File: src/rtl/game_score_keeper.sv
// Score keeper for N players: BCD goal counting, win detection,
// serve-delay sequencing and winner flash. All outputs come straight from flops.
module game_score_keeper #(
  parameter int unsigned N_PLAYERS    = 2,
  parameter int unsigned DIGITS       = 2,
  parameter int unsigned WIN_SCORE    = 11,
  parameter int unsigned SERVE_DELAY  = 60,
  parameter int unsigned FLASH_PERIOD = 30,
  parameter int unsigned CNT_W        = 16,
  localparam int unsigned WIN_W       = (N_PLAYERS > 1) ? $clog2(N_PLAYERS) : 1
) (
  input  logic                          clk_i,
  input  logic                          rst_ni,
  input  logic [N_PLAYERS-1:0]          goal_i,
  input  logic                          new_game_i,
  output logic [N_PLAYERS*DIGITS*4-1:0] score_bcd_o,
  output logic                          freeze_o,
  output logic                          serve_o,
  output logic                          game_over_o,
  output logic [WIN_W-1:0]              winner_o,
  output logic                          flash_o
);

  localparam int unsigned SW = DIGITS * 4;
  localparam int unsigned TW = N_PLAYERS * SW;

  typedef enum logic [1:0] {StPlay, StServeWait, StOver} state_e;

  // Binary to packed BCD, used only to build the win constant.
  function automatic logic [SW-1:0] to_bcd(input int unsigned value);
    logic [SW-1:0] bcd;
    int unsigned   rem;
    bcd = '0;
    rem = value;
    for (int d = 0; d < int'(DIGITS); d++) begin
      bcd[d*4 +: 4] = 4'(rem % 10);
      rem           = rem / 10;
    end
    return bcd;
  endfunction

  // Multi-digit BCD increment; a 9 rolls to 0 and carries upward.
  function automatic logic [SW-1:0] bcd_inc(input logic [SW-1:0] value);
    logic [SW-1:0] res;
    logic          carry;
    res   = value;
    carry = 1'b1;
    for (int d = 0; d < int'(DIGITS); d++) begin
      if (carry) begin
        if (value[d*4 +: 4] == 4'd9) begin
          res[d*4 +: 4] = 4'd0;
        end else begin
          res[d*4 +: 4] = value[d*4 +: 4] + 4'd1;
          carry         = 1'b0;
        end
      end
    end
    return res;
  endfunction

  localparam logic [SW-1:0]    WIN_BCD    = to_bcd(WIN_SCORE);
  localparam logic [CNT_W-1:0] SERVE_LOAD = CNT_W'(SERVE_DELAY - 1);
  localparam logic [CNT_W-1:0] FLASH_LAST = CNT_W'(FLASH_PERIOD - 1);

  state_e           state_q, state_d;
  logic [CNT_W-1:0] cnt_q, cnt_d;
  logic [TW-1:0]    score_q, score_d;
  logic [WIN_W-1:0] winner_q, winner_d;
  logic             flash_q, flash_d;
  logic             freeze_q, freeze_d;
  logic             serve_q, serve_d;
  logic             over_q, over_d;

  int               scorer_idx;
  logic [SW-1:0]    inc_val;

  // State register and all registered outputs.
  always_ff @(posedge clk_i or negedge rst_ni) begin
    if (!rst_ni) begin
      state_q  <= StServeWait;
      cnt_q    <= SERVE_LOAD;
      score_q  <= '0;
      winner_q <= '0;
      flash_q  <= 1'b0;
      freeze_q <= 1'b1;
      serve_q  <= 1'b0;
      over_q   <= 1'b0;
    end else begin
      state_q  <= state_d;
      cnt_q    <= cnt_d;
      score_q  <= score_d;
      winner_q <= winner_d;
      flash_q  <= flash_d;
      freeze_q <= freeze_d;
      serve_q  <= serve_d;
      over_q   <= over_d;
    end
  end

  // Next-state logic: scoring, serve countdown, flash timing.
  always_comb begin
    state_d    = state_q;
    cnt_d      = cnt_q;
    score_d    = score_q;
    winner_d   = winner_q;
    flash_d    = flash_q;
    scorer_idx = 0;
    // Descending scan so the lowest set index wins.
    for (int k = int'(N_PLAYERS) - 1; k >= 0; k--) begin
      if (goal_i[k]) scorer_idx = k;
    end
    inc_val = bcd_inc(score_q[scorer_idx*SW +: SW]);

    if (new_game_i) begin
      score_d  = '0;
      winner_d = '0;
      flash_d  = 1'b0;
      state_d  = StServeWait;
      cnt_d    = SERVE_LOAD;
    end else begin
      unique case (state_q)
        StPlay: begin
          if (|goal_i) begin
            score_d[scorer_idx*SW +: SW] = inc_val;
            if (inc_val == WIN_BCD) begin
              state_d  = StOver;
              winner_d = WIN_W'(scorer_idx);
              cnt_d    = '0;
              flash_d  = 1'b1;
            end else begin
              state_d = StServeWait;
              cnt_d   = SERVE_LOAD;
            end
          end
        end
        StServeWait: begin
          if (cnt_q == '0) begin
            state_d = StPlay;
          end else begin
            cnt_d = cnt_q - 1'b1;
          end
        end
        StOver: begin
          if (cnt_q == FLASH_LAST) begin
            cnt_d   = '0;
            flash_d = ~flash_q;
          end else begin
            cnt_d = cnt_q + 1'b1;
          end
        end
        default: begin
          state_d = StServeWait;
          cnt_d   = SERVE_LOAD;
        end
      endcase
    end
  end

  // Output decode from the next state so the flops present it one cycle later.
  always_comb begin
    freeze_d = (state_d != StPlay);
    over_d   = (state_d == StOver);
    serve_d  = (state_d == StServeWait) && (cnt_d == '0);
  end

  assign score_bcd_o = score_q;
  assign freeze_o    = freeze_q;
  assign serve_o     = serve_q;
  assign game_over_o = over_q;
  assign winner_o    = winner_q;
  assign flash_o     = flash_q;

endmodule

File: config.mk
export PLATFORM = sky130hd
export DESIGN_NAME = game_score_keeper
export DESIGN_NICKNAME = d
export VERILOG_FILES = /design/src/rtl/game_score_keeper.sv
export SDC_FILE = /design/constraint.sdc
export NUM_CORES = 1
export LEC_CHECK = 0
export BUFFER_PORTS_ARGS = -buffer_cell sky130_fd_sc_hd__buf_4
export CAP_MARGIN = 5
export CORE_MARGIN = 4
export CORE_UTILIZATION = 40
export DETAILED_ROUTE_END_ITERATION = 10
export GPL_TIMING_DRIVEN = 1
export PLACE_DENSITY = 0.63
export SLEW_MARGIN = 20
export SYNTH_ARGS = -nofsm -noshare
export SYNTH_HDL_FRONTEND = slang
export SYNTH_SLANG_ARGS = --single-unit
export TNS_END_PERCENT = 20
File: constraint.sdc
create_clock -name clk_i -period 3.5 [get_ports clk_i]
set_clock_uncertainty 0.05 [all_clocks]
set_input_delay 0.525 -clock clk_i [delete_from_list [all_inputs] [get_ports clk_i]]
set_output_delay 0.525 -clock clk_i [all_outputs]
set_load 0.005 [all_outputs]
==> summary.md, run 1 <==
| Metric | Value |
|---|---|
| Final hold violation count | `0` |
| Total negative slack | `0 ns` |
| Clk_lat worst skew | `0.29 ns` |
| # setup viols final | `0` |
| First-pass GRT wire length | `14300 um` |
| HPWL after DPL | `6300 um` |
| Pwr per Cell Area | `253 mW/mm2` |
| Tcrit/Tclk final | `91.1%` |
| Fmax | `0.314 GHz` |
| Hold WC Path Type | `in2async` |
| H-tree levels | `2` |
| Total Power | `0.829 mW` |
| Antenna Cells | `0` |
| Peak supply drop | `0.178 mV` |
| R2r startpoint | `cnt_q[0]$_DFF_PN1_` |
| Core Region | `0.00694 mm2` |
| Final worst slack | `0.313 ns` |
| Run status | `complete, no violations` |
| Initial cell density of the core | `42.1%` |
| Port bufs | `25` |
| Post-CTS setup buffer count | `0` |
| Register area share after synthesis | `33.7%` |
| Pint | `0.613 mW` |
| Crit path capture type | `flop` |
| Die ar. | `0.00874 mm2` |
| Drt wl/cell | `18.6 um` |
| Post-CTS Resized | `0` |
| R2R depth | `9` |
| Most frequent cell after synthesis | `nor2_1` |
| WP data arrival | `3.37 ns` |
| Syn Nets | `360` |
| Max Cap Viol | `0` |
| Congestion Overflow GR | `0` |
| Leakage power | `1.29 nW` |
| # clock sinks | `39` |
| Fin area | `0.00328 mm2` |
| Avg Cell Area, Syn | `8.35 um2` |
| DRT iter0 DRCs | `210` |
| Synth Register Bits | `39` |
| Die X | `93.5 um` |
| CP Launch Point | `cnt_q[0]$_DFF_PN1_` |
| Die span in y | `93.5 um` |
| Area taken by multi-input logic gates | `0.00178 mm2` |
| Final #Nets | `380` |
| Min Tclk post-route | `3.19 ns` |
| Layout cells sized above 1 | `17.3%` |
| Switch share | `26.0%` |
| # DRC | `0` |
| Clock power frac | `35.9%` |
| Total GRT Usage | `20.7%` |
| CTS Buffer Depth | `2` |
| DR vias | `2899` |
| Mapped Area | `0.00292 mm2` |
| Placed instance area | `0.00320 mm2` |
| CTS tree | `yes` |
| Cell type with the highest aggregate area in the netlist | `dfrtp_1` |
| Number of synthesized flops with an enable pin | `0` |
| Vias in the first global route | `2836` |
| Fillcell total | `684` |
| Comb power frac | `8.2%` |
| Yosys warning count | `0` |
| Row cnt | `30` |
| # hold bufs at CTS | `0` |
| Crit Path Class | `reg2reg` |
| Synthesized netlist cell count | `350` |
| Root Buffer | `clkbuf_8` |
| Final Max Slew Viols | `0` |
| Dpl ws | `0.368 ns` |
| ANT nets after route | `0` |
| Largest net degree at the start of global routing | `40` |
| DR vias/cell | `6.21` |
| Synth top cells by count | `36 x nor2_1, 32 x dfrtp_1, 31 x nand2_1` |
| Top cells by area, synth | `dfrtp_1 27%, dfstp_2 6.3%, nor2_1 4.6%` |
| Count of cell types in the netlist | `61` |
| Dominant synthesized flop cell | `dfrtp_1` |
| CP endpoint | `serve_o$_DFF_PN0_` |
| CP Data Required Time | `3.68 ns` |
| Sequential power share | `56.0%` |
| DRT Wirelength | `8660 um` |
| Least-Margin Pin Slew | `0.708 ns` |
| Top cell type's share of synthesized area | `27.4%` |
| FF+latch area | `985 um2` |
| Total clock buffers created by CTS | `5` |
| FF-to-FF setup slack | `0.31 ns` |
| Net Switching | `0.215 mW` |
| Critical Path Fanout Max | `10` |
| Max-slew headroom | `52.4%` |
| RSZ-0062 raised after global routing | `no` |
| RR Endpoint | `serve_o$_DFF_PN0_` |
| Top Ports | `26` |
| CTS clk-pin slew, worst paths | `0.08 ns` |
| Critical Path Source Type | `flop` |
| Gpl congestion | `0.912` |
| Drt first pass iters | `5` |
| Ys async rst share | `100%` |
| Antenna violations before repair | `0` |
| Area grow syn2layout | `12.2%` |
## sequential cells by signal (all words and copies together), names as in the netlist
name	cells
serve_o	1
cnt_q	16
score_bcd_o	16
winner_o	1
flash_o	1
freeze_o	1
state_q	2
game_over_o	1
## kinds of logic after synthesis
| logic type | Yosys count | synth area share, % |
|---|---|---|
| AND/OR/NAND/NOR | 165 | 31.5 |
| AO/OA/AOI/OAI | 87 | 20.5 |
| flip-flops | 39 | 33.7 |
| buffers and inverters | 33 | 5.44 |
| XOR/XNOR | 12 | 3.60 |
| multiplexers | 9 | 3.13 |
| adder cells (fa/ha/maj) | 5 | 2.14 |
## through the flow
step | cells | utilization, % | hold WS [ns]
finish | 467 | 47.2 | 0.149
global route | 467 | 47.2 | 0.181
CTS | 467 | 47.2 | 0.163
detailed placement | 459 | 46.0 | 0.487
global placement | 459 | 46.0 | 0.470
floorplan | 350 | - | 0.179
## layer usage
| layer | vias to the layer above | GRT usage, % | wire length, um |
|---|---|---|---|
| met5 | - | 0 | 0 |
| met4 | 0 | 8.91 | 249 |
| met3 | 20 | 4.02 | 534 |
| met2 | 117 | 34.0 | 4140 |
| met1 | 1397 | 26.4 | 3740 |
| li1 | 1365 | - | - |
## worst max-delay path: stages, from the launching register on
cell and delay (ns):
dfstp_2 0.42, inv_1 0.08, ha_1 0.26, or4b_2 0.66
nor4_2 0.42, nor2_1 0.10, a221o_1 0.37, a2111o_1 0.42
nor4_2 0.14, and4b_1 0.22
## power by group through the flow
stage                     clock, mW  combinational [mW]  sequential [mW]
after CTS                     0.314              0.0676            0.463
after detailed placement          0              0.0671            0.472
after floorplan                   0              0.0408            0.469
after global routing          0.331              0.0744            0.465
final                         0.297              0.0677            0.464
after global placement            0              0.0669            0.472
## layout make-up
cell class / instances / share of cell area, %
Tap cell: 96 / 3.66
Sequential cell: 39 / 30.0
Inverter: 9 / 1.03
Multi-Input combinational cell: 278 / 54.3
Clock inverter: 3 / 0.458
Timing Repair Buffer: 37 / 8.47
Clock buffer: 5 / 2.10
## cell usage in the layout, fill, tap and decap left out, types with 8 or more instances in the layout
master and n:
a21oi_1 17, a211oi_1 11, inv_1 9, nor2_1 36, nand3_1 18, nor4_1 10
buf_4 37, nand4_1 8, nand2_1 31, dfrtp_1 32, mux2i_1 8, nor3_1 17
o21ai_0 12
## worst min path at each step
stage | from | endpoint | slack [ns] | cells after the start
6_report | rst_ni | score_bcd_o[2]$_DFFE_PN0P_ | 0.15 | 1
5_1_grt | rst_ni | score_bcd_o[2]$_DFFE_PN0P_ | 0.18 | 1
4_1_cts | rst_ni | state_q[1]$_DFF_PN0_ | 0.16 | 1
3_5_place_dp | rst_ni | score_bcd_o[2]$_DFFE_PN0P_ | 0.49 | 1
3_3_place_gp | flash_o$_DFFE_PN0P_ | flash_o$_DFFE_PN0P_ | 0.47 | 1
2_1_floorplan | rst_ni | cnt_q[10]$_DFF_PN0_ | 0.18 | 0
(Power assumes the default switching activity.)
==> run 2, diff against run 1 <==
--- a/config.mk
+++ b/config.mk
@@ -7,11 +7,14 @@
 export LEC_CHECK = 0
 export BUFFER_PORTS_ARGS = -buffer_cell sky130_fd_sc_hd__buf_4
 export CAP_MARGIN = 5
+export CELL_PAD_IN_SITES_DETAIL_PLACEMENT = 2
+export CELL_PAD_IN_SITES_GLOBAL_PLACEMENT = 2
 export CORE_MARGIN = 4
-export CORE_UTILIZATION = 40
+export CORE_UTILIZATION = 36
 export DETAILED_ROUTE_END_ITERATION = 10
 export GPL_TIMING_DRIVEN = 1
-export PLACE_DENSITY = 0.63
+export HOLD_SLACK_MARGIN = 0.12
+export PLACE_DENSITY = 0.85
 export SLEW_MARGIN = 20
 export SYNTH_ARGS = -nofsm -noshare
 export SYNTH_HDL_FRONTEND = slang
==> run 2 against run 1 <==
Net effect:
- routed wire length up 26%
- power rose by 2.5%
- non-clock buffer count fell by 1
- first-iteration DRC count decreased by 41%
- hold slack got worse by 0.0074 ns
- global-route usage rose by 2.8 points
- clock-buffer cell count rose by 2
==> summary.md, run 2 (same netlist as run 1, synthesis figures left out) <==
| Metric | Value |
|---|---|
| Run status | `complete, no violations` |
| Post-CTS setup buffer count | `0` |
| Critical Path Source Type | `flop` |
| Switch share | `27.3%` |
| CTS Buffer Depth | `2` |
| Die X | `98.1 um` |
| CTS tree | `yes` |
| Clk_lat worst skew | `0.30 ns` |
| DR vias/cell | `6.23` |
| Row cnt | `32` |
| Worst-path cell chain | `or4_4 -> nor4_4 -> nor2_4 -> a221o_1 -> a2111o_1 -> nor4_2 -> and4b_1` |
| Top Ports | `26` |
| Dpl ws | `0.179 ns` |
| Final hold violation count | `0` |
| Port bufs | `25` |
| Final Max Slew Viols | `0` |
| HPWL after DPL | `8150 um` |
| Gpl congestion | `0.955` |
| Sequential power share | `55.0%` |
| Total GRT Usage | `23.5%` |
| Crit path capture type | `flop` |
| # setup viols final | `0` |
| DRT iter0 DRCs | `124` |
| DRT Wirelength | `10900 um` |
| DR vias | `2939` |
| Clock power frac | `37.0%` |
| Drt wl/cell | `23.2 um` |
| Critical path's slowest cell | `or4_4` |
| Layout cells sized above 1 | `16.5%` |
| Max-slew headroom | `52.9%` |
| Peak supply drop | `0.135 mV` |
| # hold bufs at CTS | `0` |
| Max Cap Viol | `0` |
| Max stage delay on crit path | `0.64 ns` |
| H-tree levels | `2` |
| Final worst slack | `0.128 ns` |
| Root Buffer | `clkbuf_8` |
| # DRC | `0` |
| Worst path bufs/invs | `0` |
| Top delay family on crit path | `simple AND/OR/NAND/NOR gates` |
| Vias in the first global route | `3146` |
| First-pass GRT wire length | `17900 um` |
| Tcrit/Tclk final | `96.3%` |
| Largest net degree at the start of global routing | `40` |
| Die span in y | `98.1 um` |
| Hold WC Path Type | `in2async` |
| Least-Margin Pin Slew | `0.700 ns` |
| Congestion Overflow GR | `0` |
| Pwr per Cell Area | `259 mW/mm2` |
| Min Tclk post-route | `3.37 ns` |
| Die ar. | `0.00962 mm2` |
| Total negative slack | `0 ns` |
| CTS clk-pin slew, worst paths | `0.09 ns` |
| Leakage power | `1.28 nW` |
| Drt first pass iters | `4` |
| Most frequent cells in the layout | `36 x nor2_1, 36 x buf_4, 32 x dfrtp_1` |
| WP data arrival | `3.56 ns` |
| Final design utilization | `42.0%` |
| Crit Path Class | `reg2reg` |
| Antenna violations before repair | `0` |
| Fmax | `0.297 GHz` |
| Core Region | `0.00781 mm2` |
| RSZ-0062 raised after global routing | `no` |
| Initial cell density of the core | `37.4%` |
| Total Power | `0.849 mW` |
| ANT nets after route | `0` |
| Area grow syn2layout | `12.1%` |
| # clock sinks | `39` |
| Comb power frac | `8.1%` |
| Pint | `0.617 mW` |
| CP Data Required Time | `3.69 ns` |
| Total clock buffers created by CTS | `5` |
| Critical Path Fanout Max | `9` |
| Final #Nets | `379` |
| Net Switching | `0.232 mW` |
| Antenna Cells | `0` |
| Post-CTS Resized | `0` |
-- run 2: power groups by stage --
stage / Sequential, mW / Combinational [mW] / Clock [mW]
after detailed placement: 0.475 / 0.0690 / 0
final: 0.467 / 0.0684 / 0.314
after floorplan: 0.469 / 0.0408 / 0
after global routing: 0.468 / 0.0763 / 0.340
after global placement: 0.475 / 0.0655 / 0
after CTS: 0.466 / 0.0691 / 0.318
-- run 2: final cells by class --
| cell class | instances | area, um2 |
|---|---|---|
| clock buffer | 7 | 76.3 |
| multi-input combinational | 278 | 1780 |
| clock inverter | 1 | 5.00 |
| fill | 886 | 4530 |
| tap | 102 | 128 |
| timing repair buffer | 36 | 270 |
| sequential | 39 | 985 |
| inverter | 9 | 33.8 |
-- run 2: final timing paths --
check / slack [ns] / startpoint / end / cells past startpoint
min in group clk_i: 0.53 / winner_o$_DFFE_PN0P_ / winner_o$_DFFE_PN0P_ / 2
max: 0.13 / cnt_q[11]$_DFF_PN0_ / serve_o$_DFF_PN0_ / 7
max in group asynchronous: 2.88 / rst_ni / cnt_q[14]$_DFF_PN0_ / 1
min: 0.14 / rst_ni / cnt_q[2]$_DFF_PN0_ / 1
max reg2reg: 0.13 / cnt_q[11]$_DFF_PN0_ / serve_o$_DFF_PN0_ / 7
min reg2reg: 0.53 / winner_o$_DFFE_PN0P_ / winner_o$_DFFE_PN0P_ / 2
-- run 2: stage by stage --
stage,instances,hold slack (ns),cell area [um2]
finish,472,0.141,3280
global route,472,0.184,3280
floorplan,350,0.179,2920
detailed placement,464,0.502,3200
CTS,472,0.175,3280
global placement,464,0.473,3200
-- run 2: layer usage --
layer  up-vias  GRT usage [%]  share of wire, %
li1       1356              -                 -
met1      1518           30.8                43
met2        56           41.9                52
met3         9           2.79               3.7
met4         0           4.47              0.93
met5         -              0                 0
==> run 3, diff against run 2 <==
--- a/config.mk
+++ b/config.mk
@@ -15,6 +15,7 @@
 export GPL_TIMING_DRIVEN = 1
 export HOLD_SLACK_MARGIN = 0.12
 export PLACE_DENSITY = 0.85
+export SETUP_SLACK_MARGIN = 0.5
 export SLEW_MARGIN = 20
 export SYNTH_ARGS = -nofsm -noshare
 export SYNTH_HDL_FRONTEND = slang
==> run 3 against run 2 <==
Net effect:
- first-iteration DRC count decreased by 5.6%
- utilization increased by 0.96 points
- sequential share of layout area down 0.56 points
- maximum frequency increased by 10%
- clock-buffer cell count unchanged
- die area unchanged
- cell count increased by 0.42%
- routed wire length increased by 2.5%
- non-clock buffer count up 2
- combinational power increased by 2%
- hold slack improved by 0.0051 ns
- critical path depth is the same
==> summary.md, run 3 (same netlist as run 1, synthesis figures left out) <==
| Metric | Value |
|---|---|
| Final worst slack | `0.447 ns` |
| DR vias/cell | `6.24` |
| H-tree levels | `2` |
| Tcrit/Tclk final | `87.2%` |
| Row cnt | `32` |
| Gpl congestion | `0.955` |
| DR WL met3 | `362 um` |
| Critical Path Fanout Max | `5` |
| CP Launch Point | `cnt_q[14]$_DFF_PN0_` |
| Crit Path Class | `reg2reg` |
| Dpl ws | `0.179 ns` |
| Congestion Overflow GR | `0` |
| ANT nets after route | `0` |
| Crit path capture type | `flop` |
| Critical path's slowest cell | `or4_4` |
| # hold bufs at CTS | `0` |
| Largest net degree at the start of global routing | `40` |
| # setup viols final | `0` |
| FF-to-FF setup slack | `0.45 ns` |
| Critical Path Source Type | `flop` |
| Antenna Cells | `0` |
| Placed Cells | `464` |
| RR Endpoint | `serve_o$_DFF_PN0_` |
| Crit-path most repeated cell | `or4_4` |
| Top routing layer used | `met4` |
| R2R depth | `7` |
| # clock sinks | `39` |
| CTS Buffer Depth | `2` |
| Total clock buffers created by CTS | `5` |
| Total Power | `0.850 mW` |
| WL met2 | `5870 um` |
| Fin Hold WS | `0.146 ns` |
| Drt wl/cell | `23.6 um` |
| RSZ-0062 raised after global routing | `yes` |
| Clk_lat worst skew | `0.30 ns` |
| Total negative slack | `0 ns` |
| R2r startpoint | `cnt_q[14]$_DFF_PN0_` |
| Antenna violations before repair | `0` |
| Pwr per Cell Area | `254 mW/mm2` |
| Area grow syn2layout | `14.7%` |
| Max stage delay on crit path | `0.61 ns` |
| Max-slew headroom | `54.7%` |
| Die ar. | `0.00962 mm2` |
| Worst-path cell chain | `or4_4 -> or4_4 -> a31o_1 -> o221a_1 -> a2111o_1 -> nor4_4 -> and4b_1` |
| Final hold violation count | `0` |
| WP data arrival | `3.24 ns` |
| Non-filler cells, final | `474` |
| Leakage power | `1.30 nW` |
| Most frequent cells in the layout | `38 x buf_4, 36 x nor2_1, 30 x nand2_1` |
| Min Tclk post-route | `3.05 ns` |
| Die X | `98.1 um` |
| Final Max Slew Viols | `0` |
| Least-Margin Pin Slew | `0.673 ns` |
| Hold WC Path Type | `in2async` |
| Max Cap Viol | `0` |
| Core Region | `0.00781 mm2` |
| CP Data Required Time | `3.69 ns` |
| Most common cell after layout, fill and taps aside | `buf_4` |
| DRT iter0 DRCs | `117` |
| Run status | `complete, no violations` |
| Placed instance area | `0.00320 mm2` |
| Final #Nets | `381` |
| First-pass GRT wire length | `18300 um` |
| Vias in the first global route | `3180` |
| Final design utilization | `42.9%` |
| Fmax | `0.328 GHz` |
| Total GRT Usage | `24.1%` |
| CTS tree | `yes` |
| HPWL after DPL | `8150 um` |
| Fin area | `0.00335 mm2` |
| Root Buffer | `clkbuf_8` |
| CTS clk-pin slew, worst paths | `0.08 ns` |
| Drt first pass iters | `4` |
| Initial cell density of the core | `37.4%` |
| Top Ports | `26` |
| DRT Wirelength | `11200 um` |
| Port bufs | `25` |
| DR vias | `2956` |
| Met1 WL | `4820 um` |
| Layout cells sized above 1 | `19.6%` |
| Die span in y | `98.1 um` |
| Peak supply drop | `0.134 mV` |
| # DRC | `0` |
-- run 3: cell types whose count changed in the layout (fill, tap and decap cells not counted), moves of 2 or more --
cell,change
buf_4,+2
dfrtp_1,-3
dfrtp_2,+3
nor4_2,-2
nor4_4,+2
-- run 3: worst max path at each step --
stage	endpoint	slack, ns	cells after the start
global route	serve_o$_DFF_PN0_	0.36	7
floorplan	serve_o$_DFF_PN0_	0.59	9
CTS	serve_o$_DFF_PN0_	0.50	7
finish	serve_o$_DFF_PN0_	0.45	7
detailed placement	serve_o$_DFF_PN0_	0.18	7
global placement	serve_o$_DFF_PN0_	0.26	7
-- run 3: worst max-delay path, delay by kind of cell (launching register included) --
family	cells	cell delay (ns)
compound gates	3	0.84
simple gates	4	1.65
flops	1	0.45
-- run 3: repair_timing --
action | 4_1_cts | 5_1_grt
gates resized for setup | 9 | 5
pin swaps | 2 | 0
buffers inserted | 2 | 0
endpoints found under the setup margin | 1 | 8
hold endpoints to repair | 0 | 0
-- run 3: routing by layer --
metal | vias to the layer above | GRT usage [%]
li1 | 1356 | -
met1 | 1527 | 31.2
met2 | 61 | 43.0
met3 | 12 | 2.79
met4 | 0 | 5.22
met5 | - | 0
-- run 3: cell type report --
class,instances,area (um2)
Fill cell,877,4460
Timing Repair Buffer,38,285
Clock inverter,1,5.00
Inverter,9,33.8
Clock buffer,7,76.3
Multi-Input combinational cell,278,1840
Sequential cell,39,988
Tap cell,102,128
-- run 3: where the power goes --
group,internal (mW),switching [mW],leakage (nW)
registers,0.456,0.0104,0.516
logic,0.0213,0.0488,0.738
clock network,0.140,0.173,0.0422
total,0.618,0.232,1.30
